===== config.mk =====
export PLATFORM = sky130hd
export DESIGN_NAME = snake_engine
export DESIGN_NICKNAME = d
export VERILOG_FILES = /design/src/rtl/snake_pkg.sv /design/src/rtl/snake_body_fifo.sv /design/src/rtl/snake_engine.sv
export SDC_FILE = /design/constraint.sdc
export NUM_CORES = 2
export LEC_CHECK = 0
export ABC_CLOCK_PERIOD_IN_PS = 9390
export CAP_MARGIN = 10
export CORE_AREA = 2 2 322 324
export DETAILED_ROUTE_END_ITERATION = 6
export DIE_AREA = 0 0 324 326
export GPL_ROUTABILITY_DRIVEN = 0
export HOLD_SLACK_MARGIN = 0.02
export PLACE_DENSITY = 0.75
export SLEW_MARGIN = 20
export SYNTH_ARGS = -nofsm -noshare
export SYNTH_HDL_FRONTEND = slang
export SYNTH_SLANG_ARGS = --single-unit

===== constraint.sdc =====
create_clock -name clk -period 9.39 [get_ports clk]
set_input_delay 1.878 -clock clk [delete_from_list [all_inputs] [get_ports clk]]
set_output_delay 1.878 -clock clk [all_outputs]
set_load 0.005 [all_outputs]

===== src/rtl/snake_pkg.sv =====
// Shared headings, FSM states and the cell-coordinate type for the snake engine.
package snake_pkg;

    localparam int unsigned CoordW = 8;

    localparam logic [3:0] DIR_R = 4'b0001;
    localparam logic [3:0] DIR_D = 4'b0010;
    localparam logic [3:0] DIR_L = 4'b0100;
    localparam logic [3:0] DIR_U = 4'b1000;

    typedef enum logic [2:0] {
        IDLE,
        INIT,
        MOVE,
        WR_TAIL,
        WR_HEAD,
        DEAD
    } state_e;

    typedef struct packed {
        logic [CoordW-1:0] row;
        logic [CoordW-1:0] col;
    } coord_t;

    // Headings are arranged so that a two-bit rotation gives the opposite one.
    function automatic logic [3:0] reverse(input logic [3:0] dir);
        return {dir[1:0], dir[3:2]};
    endfunction

endpackage


===== src/rtl/snake_body_fifo.sv =====
// Circular buffer of body cells; head is the newest entry, tail the oldest.
module snake_body_fifo
    import snake_pkg::*;
#(
    parameter int unsigned MAX_LEN  = 64,
    parameter int unsigned INIT_LEN = 3,
    parameter int unsigned INIT_ROW = 8,
    localparam int unsigned PW = (MAX_LEN > 1) ? $clog2(MAX_LEN) : 1,
    localparam int unsigned LW = $clog2(MAX_LEN + 1)
) (
    input  logic          clk,
    input  logic          rst_n,
    input  logic          init,
    input  logic          push_head,
    input  logic          pop_tail,
    input  coord_t        head_in,
    output coord_t        head,
    output coord_t        tail,
    output logic [LW-1:0] count
);

    coord_t        mem_q [MAX_LEN];
    logic [PW-1:0] hp_q, tp_q, hp_nxt, tp_nxt;
    logic [LW-1:0] count_q;

    function automatic coord_t init_cell(input int unsigned i);
        coord_t c;
        c.row = CoordW'(INIT_ROW);
        c.col = (i < INIT_LEN) ? CoordW'(i) : '0;
        return c;
    endfunction

    assign hp_nxt = (hp_q == PW'(MAX_LEN - 1)) ? '0 : hp_q + 1'b1;
    assign tp_nxt = (tp_q == PW'(MAX_LEN - 1)) ? '0 : tp_q + 1'b1;

    always_ff @(posedge clk or negedge rst_n) begin
        if (!rst_n) begin
            for (int unsigned i = 0; i < MAX_LEN; i++) mem_q[i] <= init_cell(i);
            hp_q    <= PW'(INIT_LEN - 1);
            tp_q    <= '0;
            count_q <= LW'(INIT_LEN);
        end else if (init) begin
            for (int unsigned i = 0; i < MAX_LEN; i++) mem_q[i] <= init_cell(i);
            hp_q    <= PW'(INIT_LEN - 1);
            tp_q    <= '0;
            count_q <= LW'(INIT_LEN);
        end else begin
            // At full capacity a push overwrites the slot the tail is leaving.
            if (push_head) begin
                mem_q[hp_nxt] <= head_in;
                hp_q          <= hp_nxt;
            end
            if (pop_tail) tp_q <= tp_nxt;
            if (push_head && !pop_tail) begin
                count_q <= count_q + 1'b1;
            end else if (!push_head && pop_tail) begin
                count_q <= count_q - 1'b1;
            end
        end
    end

    assign head  = mem_q[hp_q];
    assign tail  = mem_q[tp_q];
    assign count = count_q;

endmodule


===== src/rtl/snake_engine.sv =====
// Snake body engine: steps the head on each tick, tracks occupancy and emits
// incremental framebuffer writes (clear old tail, light new head).
module snake_engine
    import snake_pkg::*;
#(
    parameter int unsigned ROWS     = 16,
    parameter int unsigned COLS     = 24,
    parameter int unsigned MAX_LEN  = 64,
    parameter int unsigned INIT_LEN = 3,
    parameter int unsigned WRAP     = 1,
    localparam int unsigned RW = $clog2(ROWS),
    localparam int unsigned CW = $clog2(COLS),
    localparam int unsigned LW = $clog2(MAX_LEN + 1)
) (
    input  logic          clk,
    input  logic          rst_n,
    input  logic          tick,
    input  logic [3:0]    dir_req,
    input  logic          grow,
    input  logic          restart,
    output logic          pix_we,
    output logic [RW-1:0] pix_row,
    output logic [CW-1:0] pix_col,
    output logic          pix_val,
    output logic [RW-1:0] head_row,
    output logic [CW-1:0] head_col,
    output logic [LW-1:0] length,
    output logic          busy,
    output logic          step_done,
    output logic          game_over
);

    localparam int unsigned CELLS    = ROWS * COLS;
    localparam int unsigned IW       = $clog2(CELLS);
    localparam int unsigned INIT_ROW = ROWS / 2;

    function automatic logic [CELLS-1:0] init_map();
        logic [CELLS-1:0] m;
        m = '0;
        for (int unsigned i = 0; i < INIT_LEN; i++) m[INIT_ROW * COLS + i] = 1'b1;
        return m;
    endfunction

    localparam logic [CELLS-1:0] INIT_MAP = init_map();

    state_e           state_q, state_d;
    logic [3:0]       heading_q, heading_d, last_dir_q, last_dir_d;
    logic             grow_pend_q, grow_pend_d;
    logic [CELLS-1:0] bitmap_q, bitmap_d;
    logic [LW-1:0]    init_cnt_q, init_cnt_d;
    logic             pix_we_d, pix_val_d, step_done_d;
    logic [RW-1:0]    pix_row_d, nr, hr;
    logic [CW-1:0]    pix_col_d, nc, hc;
    logic [IW-1:0]    next_idx, tail_idx;
    logic             at_edge, growing, vacating, dies, commit, dir_ok;
    coord_t           cur_head, cur_tail, new_head;
    logic [LW-1:0]    count;
    logic             unused_coord;

    snake_body_fifo #(
        .MAX_LEN (MAX_LEN),
        .INIT_LEN(INIT_LEN),
        .INIT_ROW(INIT_ROW)
    ) u_body (
        .clk      (clk),
        .rst_n    (rst_n),
        .init     (restart),
        .push_head(commit),
        .pop_tail (commit && !growing),
        .head_in  (new_head),
        .head     (cur_head),
        .tail     (cur_tail),
        .count    (count)
    );

    assign hr           = cur_head.row[RW-1:0];
    assign hc           = cur_head.col[CW-1:0];
    assign unused_coord = ^{cur_head.row[CoordW-1:RW], cur_head.col[CoordW-1:CW],
                            cur_tail.row[CoordW-1:RW], cur_tail.col[CoordW-1:CW]};

    always_comb begin
        nr      = hr;
        nc      = hc;
        at_edge = 1'b0;
        unique case (heading_q)
            DIR_R: if (hc == CW'(COLS - 1)) begin nc = '0; at_edge = 1'b1; end
                   else nc = hc + 1'b1;
            DIR_D: if (hr == RW'(ROWS - 1)) begin nr = '0; at_edge = 1'b1; end
                   else nr = hr + 1'b1;
            DIR_L: if (hc == '0) begin nc = CW'(COLS - 1); at_edge = 1'b1; end
                   else nc = hc - 1'b1;
            DIR_U: if (hr == '0) begin nr = RW'(ROWS - 1); at_edge = 1'b1; end
                   else nr = hr - 1'b1;
            default: ;
        endcase
    end

    assign new_head = '{row: CoordW'(nr), col: CoordW'(nc)};
    assign next_idx = IW'(nr) * IW'(COLS) + IW'(nc);
    assign tail_idx = IW'(cur_tail.row[RW-1:0]) * IW'(COLS) + IW'(cur_tail.col[CW-1:0]);
    assign growing  = grow_pend_q && (count < LW'(MAX_LEN));
    // Without growth the tail leaves this step, so stepping onto it is legal.
    assign vacating = !growing && (nr == cur_tail.row[RW-1:0]) && (nc == cur_tail.col[CW-1:0]);
    assign dies     = (at_edge && (WRAP == 0)) || (bitmap_q[next_idx] && !vacating);
    assign commit   = (state_q == MOVE) && !dies && !restart;
    assign dir_ok   = (dir_req != 4'd0) && ((dir_req & (dir_req - 4'd1)) == 4'd0) &&
                      (dir_req != reverse(last_dir_q));

    always_ff @(posedge clk or negedge rst_n) begin
        if (!rst_n) begin
            state_q     <= INIT;
            heading_q   <= DIR_R;
            last_dir_q  <= DIR_R;
            grow_pend_q <= 1'b0;
            bitmap_q    <= INIT_MAP;
            init_cnt_q  <= '0;
            pix_we      <= 1'b0;
            pix_val     <= 1'b0;
            pix_row     <= '0;
            pix_col     <= '0;
            step_done   <= 1'b0;
        end else begin
            state_q     <= state_d;
            heading_q   <= heading_d;
            last_dir_q  <= last_dir_d;
            grow_pend_q <= grow_pend_d;
            bitmap_q    <= bitmap_d;
            init_cnt_q  <= init_cnt_d;
            pix_we      <= pix_we_d;
            pix_val     <= pix_val_d;
            pix_row     <= pix_row_d;
            pix_col     <= pix_col_d;
            step_done   <= step_done_d;
        end
    end

    always_comb begin
        state_d    = state_q;
        init_cnt_d = init_cnt_q;
        if (restart) begin
            state_d    = INIT;
            init_cnt_d = '0;
        end else begin
            case (state_q)
                INIT:    if (init_cnt_q == LW'(INIT_LEN)) state_d = IDLE;
                         else init_cnt_d = init_cnt_q + 1'b1;
                IDLE:    if (tick) state_d = MOVE;
                MOVE:    state_d = dies ? DEAD : (growing ? WR_HEAD : WR_TAIL);
                WR_TAIL: state_d = WR_HEAD;
                WR_HEAD: state_d = IDLE;
                DEAD:    state_d = DEAD;
                default: state_d = IDLE;
            endcase
        end
    end

    always_comb begin
        heading_d   = heading_q;
        last_dir_d  = last_dir_q;
        grow_pend_d = grow_pend_q;
        bitmap_d    = bitmap_q;
        if (dir_ok) heading_d = dir_req;
        if (state_q == MOVE) grow_pend_d = 1'b0;
        if (commit) begin
            last_dir_d = heading_q;
            if (!growing) bitmap_d[tail_idx] = 1'b0;
            bitmap_d[next_idx] = 1'b1;
        end
        if (grow) grow_pend_d = 1'b1;
        if (restart) begin
            heading_d   = DIR_R;
            last_dir_d  = DIR_R;
            grow_pend_d = 1'b0;
            bitmap_d    = INIT_MAP;
        end
    end

    // Pixel outputs are registered, so each write is prepared one state early.
    always_comb begin
        pix_we_d    = 1'b0;
        pix_val_d   = 1'b0;
        pix_row_d   = '0;
        pix_col_d   = '0;
        step_done_d = 1'b0;
        if (!restart) begin
            case (state_q)
                INIT: if (init_cnt_q < LW'(INIT_LEN)) begin
                    pix_we_d  = 1'b1;
                    pix_val_d = 1'b1;
                    pix_row_d = RW'(INIT_ROW);
                    pix_col_d = CW'(init_cnt_q);
                end
                MOVE: if (!dies) begin
                    pix_we_d    = 1'b1;
                    pix_val_d   = growing;
                    pix_row_d   = growing ? nr : cur_tail.row[RW-1:0];
                    pix_col_d   = growing ? nc : cur_tail.col[CW-1:0];
                    step_done_d = growing;
                end
                WR_TAIL: begin
                    pix_we_d    = 1'b1;
                    pix_val_d   = 1'b1;
                    pix_row_d   = hr;
                    pix_col_d   = hc;
                    step_done_d = 1'b1;
                end
                default: ;
            endcase
        end
    end

    assign head_row  = hr;
    assign head_col  = hc;
    assign length    = count;
    assign busy      = (state_q != IDLE) && (state_q != DEAD);
    assign game_over = (state_q == DEAD);

endmodule

; Word level (Yosys, flattened, before mapping)
; Cells that the tools add are included.
[classes]
n_addsub = 12
multipliers = 2
div_mod_pow = 0
magnitude_cmp = 10
eq_ne = 20
shift = 0
n_mux = 71
n_bitwise = 7
reduce_logical = 35
[op_table]
columns = op, n
row1 = two-way mux 1024 bit, 2
row2 = two-way mux 384 bit, 4
row3 = bitwise mux 1024 bit, 1
row4 = AND 384 bit, 1
row5 = inverter 384 bit, 1
row6 = bitwise OR 384 bit, 1
row7 = binary-select mux 16 bit (select 6 bit), 2
row8 = demux 16 bit (select 6 bit), 1
row9 = two-way mux 12 bit, 4
row10 = two-way mux 7 bit, 6
row11 = two-way mux 4 bit, 10
row12 = two-way mux 6 bit, 6
row13 = two-way mux 5 bit, 6
row14 = "greater-or-equal comparator 7 bit, second input constant", 3
row15 = inverter 6 -> 7 bit, 3
row16 = "less-than comparator 9 x 10 -> 1 bit, second input constant", 2
row17 = adder 9 x 5 -> 9 bit, 2
row18 = demux 1 bit (select 9 bit), 2
row19 = "greater-or-equal comparator 9 x 1 -> 1 bit, second input constant", 2
row20 = two-way mux 16 bit, 1
row21 = logical AND 1 bit, 15
row22 = two-way mux 3 bit, 5
row23 = one-hot mux 3 bit (5 select lines), 1
row24 = one-hot mux 5 bit (3 select lines), 1
row25 = other kinds (42), 75
[totals]
reg_bits = 1458
latch_bits = 0
ram_bits = 0
mem_bits_ro = 0
wordCells = 299
n_memories = 0

; Logic depth before layout (Yosys ltp)
[depth]
ltp_word = 20
mapped_depth = 43
depth_no_buf = 34

; By module
; From an unflattened synthesis, not the netlist that was laid out.
[unflattened]
cells_unflattened = 8430
area_unflattened_um2 = 82146.3
[by_module_without_submodules]
columns = mod, n_inst, cells_each, area_per_inst_um2
row1 = snake_body_fifo, 1, 5949, 59241.8
row2 = snake_engine, 1, 2481, 22904.5

; Worst setup path before layout
; OpenSTA, ideal clock, no wires.
[synth_path]
path_kind = reg2reg
startpoint = register u_body.hp_q[1]
endpoint = register u_body.count_q[5], in the netlist u_body.count[5]
setup_ns = 0.078
t_arrival_ns = 8.307
required_ns = 9.312
path_slack_ns = 1.005
stages_incl_launch_ff = 41
n_path_buf = 12
period_less_slack_ns = 8.385
cell_sequence = dfstp_2 -> buf_2 -> buf_2 -> buf_2 -> buf_2 -> buf_1 -> buf_2 -> mux4_2 -> o22ai_1 -> a21oi_1 -> mux4_2 -> inv_1 -> a2111oi_0 -> o21ai_0 -> mux2i_1 -> clkbuf_1 -> ha_1 -> fa_1 -> [5 not listed] -> a32o_1 -> nor4_1 -> a311oi_1 -> a211oi_4 -> a21o_1 -> buf_2 -> buf_4 -> buf_4 -> buf_2 -> nand3_1 -> ha_1 -> a21o_1 -> a21o_1 -> a21o_1 -> a21oi_1 -> xnor2_1 -> nand3_1 -> a21oi_1
[synth_via]
elab_cells_between_ends = 39
classes_between = add/sub (5) / mul (1) / eq/ne (4) / mux (13) / bitwise (1) / reduce/logical (15)
[synth_lines]
columns = element, line
row1 = start: declaration, snake_body_fifo.sv:23  ; logic [PW-1:0] hp_q, tp_q, hp_nxt, tp_nxt;
row2 = start signal: assignment, snake_body_fifo.sv:39  ; hp_q <= PW'(INIT_LEN - 1);
row3 = start signal: assignment, snake_body_fifo.sv:44  ; hp_q <= PW'(INIT_LEN - 1);
row4 = start signal: assignment, snake_body_fifo.sv:51  ; hp_q <= hp_nxt;
row5 = inverter 6 -> 7 bit (implied by the code) (*), snake_body_fifo.sv:62  ; assign head = mem_q[hp_q];
row6 = binary-select mux 16 bit (select 6 bit) (*), snake_body_fifo.sv:62
row7 = two-way mux 12 bit (implied by the code) (*) (2 in series), snake_body_fifo.sv:62
row8 = net head_col[4], snake_engine.sv:26  ; output logic [CW-1:0] head_col,
row9 = "subtractor 5 x 1 -> 5 bit, or another cell as far along", snake_engine.sv:91  ; else nc = hc - 1'b1;
row10 = two-way mux 5 bit (on tied branches), "snake_engine.sv:90, snake_engine.sv:86"
row11 = one-hot mux 5 bit (2 select lines) (*), snake_engine.sv:85  ; unique case (heading_q)
row12 = adder 9 x 5 -> 9 bit or equality test 5 bit (tied branches), "snake_engine.sv:99, snake_engine.sv:103"
row13 = [2 not listed], -
row14 = logical AND 1 bit (*), snake_engine.sv:104  ; assign dies = (at_edge && (WRAP == 0)) || (bitmap_q[next_idx] && !vacating);
row15 = zero test 1 bit (*), -
row16 = logical AND 1 bit (*) (2 in series), snake_engine.sv:105  ; assign commit = (state_q == MOVE) && !dies && !restart;
row17 = logical AND 1 bit, snake_engine.sv:69  ; .pop_tail (commit && !growing),
row18 = zero test 1 bit, snake_body_fifo.sv:54  ; if (push_head && !pop_tail) begin
row19 = logical AND 1 bit, snake_body_fifo.sv:54
row20 = two-way mux 7 bit, snake_body_fifo.sv:54
row21 = two-way mux 7 bit, snake_body_fifo.sv:42  ; end else if (init) begin
row22 = end signal: assignment, snake_body_fifo.sv:41  ; count_q <= LW'(INIT_LEN);
row23 = end signal: assignment, snake_body_fifo.sv:55  ; count_q <= count_q + 1'b1;
row24 = end signal: assignment, snake_body_fifo.sv:57  ; count_q <= count_q - 1'b1;
row25 = end: declaration, snake_body_fifo.sv:24  ; logic [LW-1:0] count_q;
; Mark *: on every way through the listed nets, which the timed path passes. The rest lies on a longest branch. The select of a mux whose other input is x is not followed.
; A chain may end at the register's enable or synchronous reset.

; Worst setup path in the final report
[layout_path]
startpoint = register u_body.hp_q[2]
endpoint = register bitmap_q[374]
[layout_via]
elab_chain_len = 16
elab_cells_between_ends = 40
classes_between = add/sub (5) / mul (1) / order compare (2) / eq/ne (4) / mux (15) / bitwise (2) / reduce/logical (11)
[layout_rtl]
columns = element, line
row1 = inverter 6 -> 7 bit (implied by the code) (*), snake_body_fifo.sv:62
row2 = binary-select mux 16 bit (select 6 bit) (*), snake_body_fifo.sv:62
row3 = two-way mux 12 bit (implied by the code) (*) (2 in series), snake_body_fifo.sv:62
row4 = "subtractor 4 x 1 -> 4 bit, or another cell as far along", snake_engine.sv:93  ; else nr = hr - 1'b1;
row5 = two-way mux 4 bit (on tied branches), "snake_engine.sv:92, snake_engine.sv:88"
row6 = one-hot mux 4 bit (2 select lines), snake_engine.sv:85
row7 = multiplier 4 x 2 -> 6 bit or equality test 4 bit (tied branches), "snake_engine.sv:99, snake_engine.sv:103"
row8 = adder 9 x 5 -> 9 bit or logical AND 1 bit (tied branches), "snake_engine.sv:99, snake_engine.sv:103"
row9 = "less-than comparator 9 x 10 -> 1 bit (implied by the code), or another cell as far along", snake_engine.sv:167  ; bitmap_d[next_idx] = 1'b1;
row10 = "logical AND 1 bit (implied by the code), or another cell as far along", snake_engine.sv:167
row11 = two-way mux 1 bit (implied by the code) or logical AND 1 bit (tied branches), "snake_engine.sv:167, snake_engine.sv:104"
row12 = demux 1 bit (select 9 bit) or zero test 1 bit (tied branches), -
row13 = bitwise OR 384 bit (no source line) or logical AND 1 bit (tied branches), -
row14 = two-way mux 384 bit or logical AND 1 bit (tied branches), "snake_engine.sv:164, snake_engine.sv:105"
row15 = two-way mux 384 bit or nonzero test 2 bit (tied branches), -
row16 = end signal: assignment, snake_engine.sv:127  ; bitmap_q <= bitmap_d;
row17 = end: declaration, snake_engine.sv:49  ; logic [CELLS-1:0] bitmap_q, bitmap_d;
; Every way passes the cells marked *; elsewhere a longest branch is shown, timed or not. The select of a mux whose other input is x is not followed.

==> flow_summary.ini <==
[status]
status = finished with violations
violations = DRC

[global_route]
grt.busiest_layer = met2
met1_usage = 0.513
grt_usage = 0.408
grt_antenna_before_repair = 15
grt_pass1_vias = 49720
met3_usage = 0.153
grt_max_degree = 204
grtUsageMet2 = 0.575
grt_pass1_wl_mm = 324
grt-ovfl-total = 0

[hold_path]
min-delay-start = u_body.mem_q[123]
min_delay_worst_endpoint = u_body.mem_q[123]
hold_depth = 2
hold_path_class = flip-flop to flip-flop

[yosys]
synth_ff_type = dfrtp_1
synth_nets = 5583
synth_most_common_cell = dfrtp_1
synth_edf_count = 0
synthTopCellsByCount = dfrtp_1 (935), mux2i_1 (671), nand2_1 (642), clkbuf_1 (370), o21ai_0 (310)
synth_top_area_cell = dfrtp_1
synthCells = 5542
async_flop_share = 1.00
synth_top_area_frac = 0.405
yosysSeqAreaShare = 0.439
syn-cell-area_um2 = 57800
avgSynthCellArea_um2 = 10.4
ys_ff_latch = 1010
yosysWarnings = 0
ys_types = 95
synth_area_leaders = dfrtp_1 (40%), mux2i_1 (12%), mux4_2 (8.8%)

[placement]
dp_cells = 6588
portBuffers = 38
hpwl_mm = 137
dpl-instance-area_um2 = 59200

[timing]
final_max_slew_viol_count = 0
fin_crit_ns = 9.22
layout_worst_path_cycle_share = 0.982
max_freq_mhz = 108
hold_violations = 0
tightest_slew_ns = 1.22
slew_headroom = 0.184
finalSetupViolations = 0
finalSetupTns_ns = 0
whs_ns = 0.481
fin_skew_ns = 0.0447

[floorplanning]
die_h_um = 326
coreArea_um2 = 103000
fp-row-count = 118
start_util = 0.564
die_area_um2 = 106000
ios = 39
die_width_um = 324

[setup_path]
critPathArrivalTime_ns = 9.85
critical_path_peak_fanout = 36
end_kind = flip-flop
worstPathRequired_ns = 10.03
reg2regPathDepth = 26
critical_path_class = flip-flop to flip-flop
start_kind = flip-flop
ff2ff_setup_slack_ns = 0.17
worstReg2RegEnd = bitmap_q[374]
reg2reg_from = u_body.hp_q[2]

[clocking]
clkLatencyLatePin_ns = 0.75
cts_tree = yes
cts_root_buffer = clkbuf_16
cts_max_path_buffers = 3
htreeDepth = 3
numCtsBuffers = 108
holdBufCountCts = 0
clk_pin_slew_ns = 0.06
cts.sinks = 1010

[detailed_routing]
post_drt_wl_per_cell_um = 32.0
vias = 51454
vias_per_cell = 7.57
dr.pass1.iters = 7
ant_nets = 0
drc = 41
drt-total-wl_mm = 218
drtIter0Drc = 9202

[final_layout]
area_delta_synth_final_pct = 9.49
stdcell_count = 6800
drive_gt1_frac = 0.158
design_area_um2 = 63300
nets = 5362

[pwr]
report.power.total_w = 0.00989
power_leakage_nw = 27.2
irDropWorstVdd_mv = 0.153
pwr_density_cell_nw_per_um2 = 156

[flow_run]
max-cap-violations = 0
-- kinds of logic (layout without fill, tap and decap cells) --
group | Yosys count | after routing | synth area share
AO/OA/AOI/OAI | 1395 | 1395 | 0.172
XOR/XNOR | 46 | 46 | 0.00746
adder cells (fa/ha/maj) | 32 | 32 | 0.00757
buffers and inverters | 677 | 550 | 0.0506
flip-flops | 1010 | 1010 | 0.439
multiplexers | 913 | 913 | 0.207
other | 0 | 5 | 0
AND/OR/NAND/NOR | 1469 | 1469 | 0.117
-- worst max-delay path: stages (launching register included) --
cell and delay, ns:
dfrtp_1 0.72, inv_2 0.51, buf_4 0.38, mux4_2 0.65, mux2i_4 0.33, buf_4 0.18
nand2_1 0.05, o21ai_0 0.29, ha_1 0.36, o21ai_0 0.17, buf_4 0.17, clkinv_1 0.09
ha_1 0.32, fa_1 0.50, xnor2_1 0.50, and2_1 0.40, buf_4 0.22, nand3_1 0.15
nor3_1 0.25, a311oi_1 0.07, and4_1 0.24, a41oi_1 0.47, nor3_4 0.19, a31oi_4 0.85
buf_4 0.59, o311ai_0 0.26, o21ai_0 0.17
-- routing by layer --
metal	vias up	part of all wire
met1	25142	0.34
li1	20414	-
met5	-	0.00075
met4	21	0.094
met2	4509	0.42
met3	1368	0.14
-- sequential cells by signal (all words and copies together) (netlist names) --
register,cells
init_cnt_q,7
pix_we,1
heading_q,4
pix_col,5
pix_val,1
last_dir_q,4
u_body.tp_q,6
u_body.hp_q,6
step_done,1
grow_pend_q,1
pix_row,4
u_body.count,7
u_body.mem_q,576
state_q,3
bitmap_q,384
-- per-stage QoR --
step	util	setup slack, ns
3_5_place_dp	0.577	0.108
4_1_cts	0.616	0.0956
6_report	0.617	0.173
2_1_floorplan	-	1.01
3_3_place_gp	0.577	0.0909
5_1_grt	0.617	-0.00248
-- where the power goes --
part | internal [W] | switching [W]
Sequential | 0.00437 | 0.0000239
Clock | 0.00283 | 0.00194
Combinational | 0.000167 | 0.000558
-- how the worst max path moves through the flow --
stage / start / to / slack [ns]
detailed placement: u_body.hp_q[1] / u_body.count[5] / 0.11
finish: u_body.hp_q[2] / bitmap_q[374] / 0.17
floorplan: u_body.hp_q[1] / u_body.count[5] / 1.01
global placement: u_body.hp_q[1] / u_body.count[5] / 0.09
global route: u_body.hp_q[1] / u_body.count[6] / -0.002
CTS: u_body.hp_q[1] / u_body.count[6] / 0.1
-- layout by cell type (no fill, tap or decap), types with 74 or more instances in the layout --
cell type	instances
inv_1	114
o311ai_0	113
dfrtp_1	931
a31o_2	85
o32ai_1	74
nor3_1	191
nand3_1	126
a22oi_1	93
o211ai_1	168
nand2_1	634
nor2_1	218
mux4_2	226
o21ai_0	308
a22o_1	85
dfstp_2	74
buf_4	172
clkbuf_16	109
mux2i_1	670
-- timing repair --
item	4_1_cts	5_1_grt
resized for setup	1	5
buffers inserted	0	2
setup endpoints to repair	1	882
pin swaps	0	0
-- cell type report --
cell class                 instances  area [um^2]
antenna                            5         12.5
clock buffer                     148         3070
clock inverter                    56          866
fill                            8097        39300
inverter                         118          450
multi-input combinational       3855        29800
sequential                      1010        25400
tap                             1380         1730
timing repair buffer             228         2040
(Power assumes the default switching activity.)
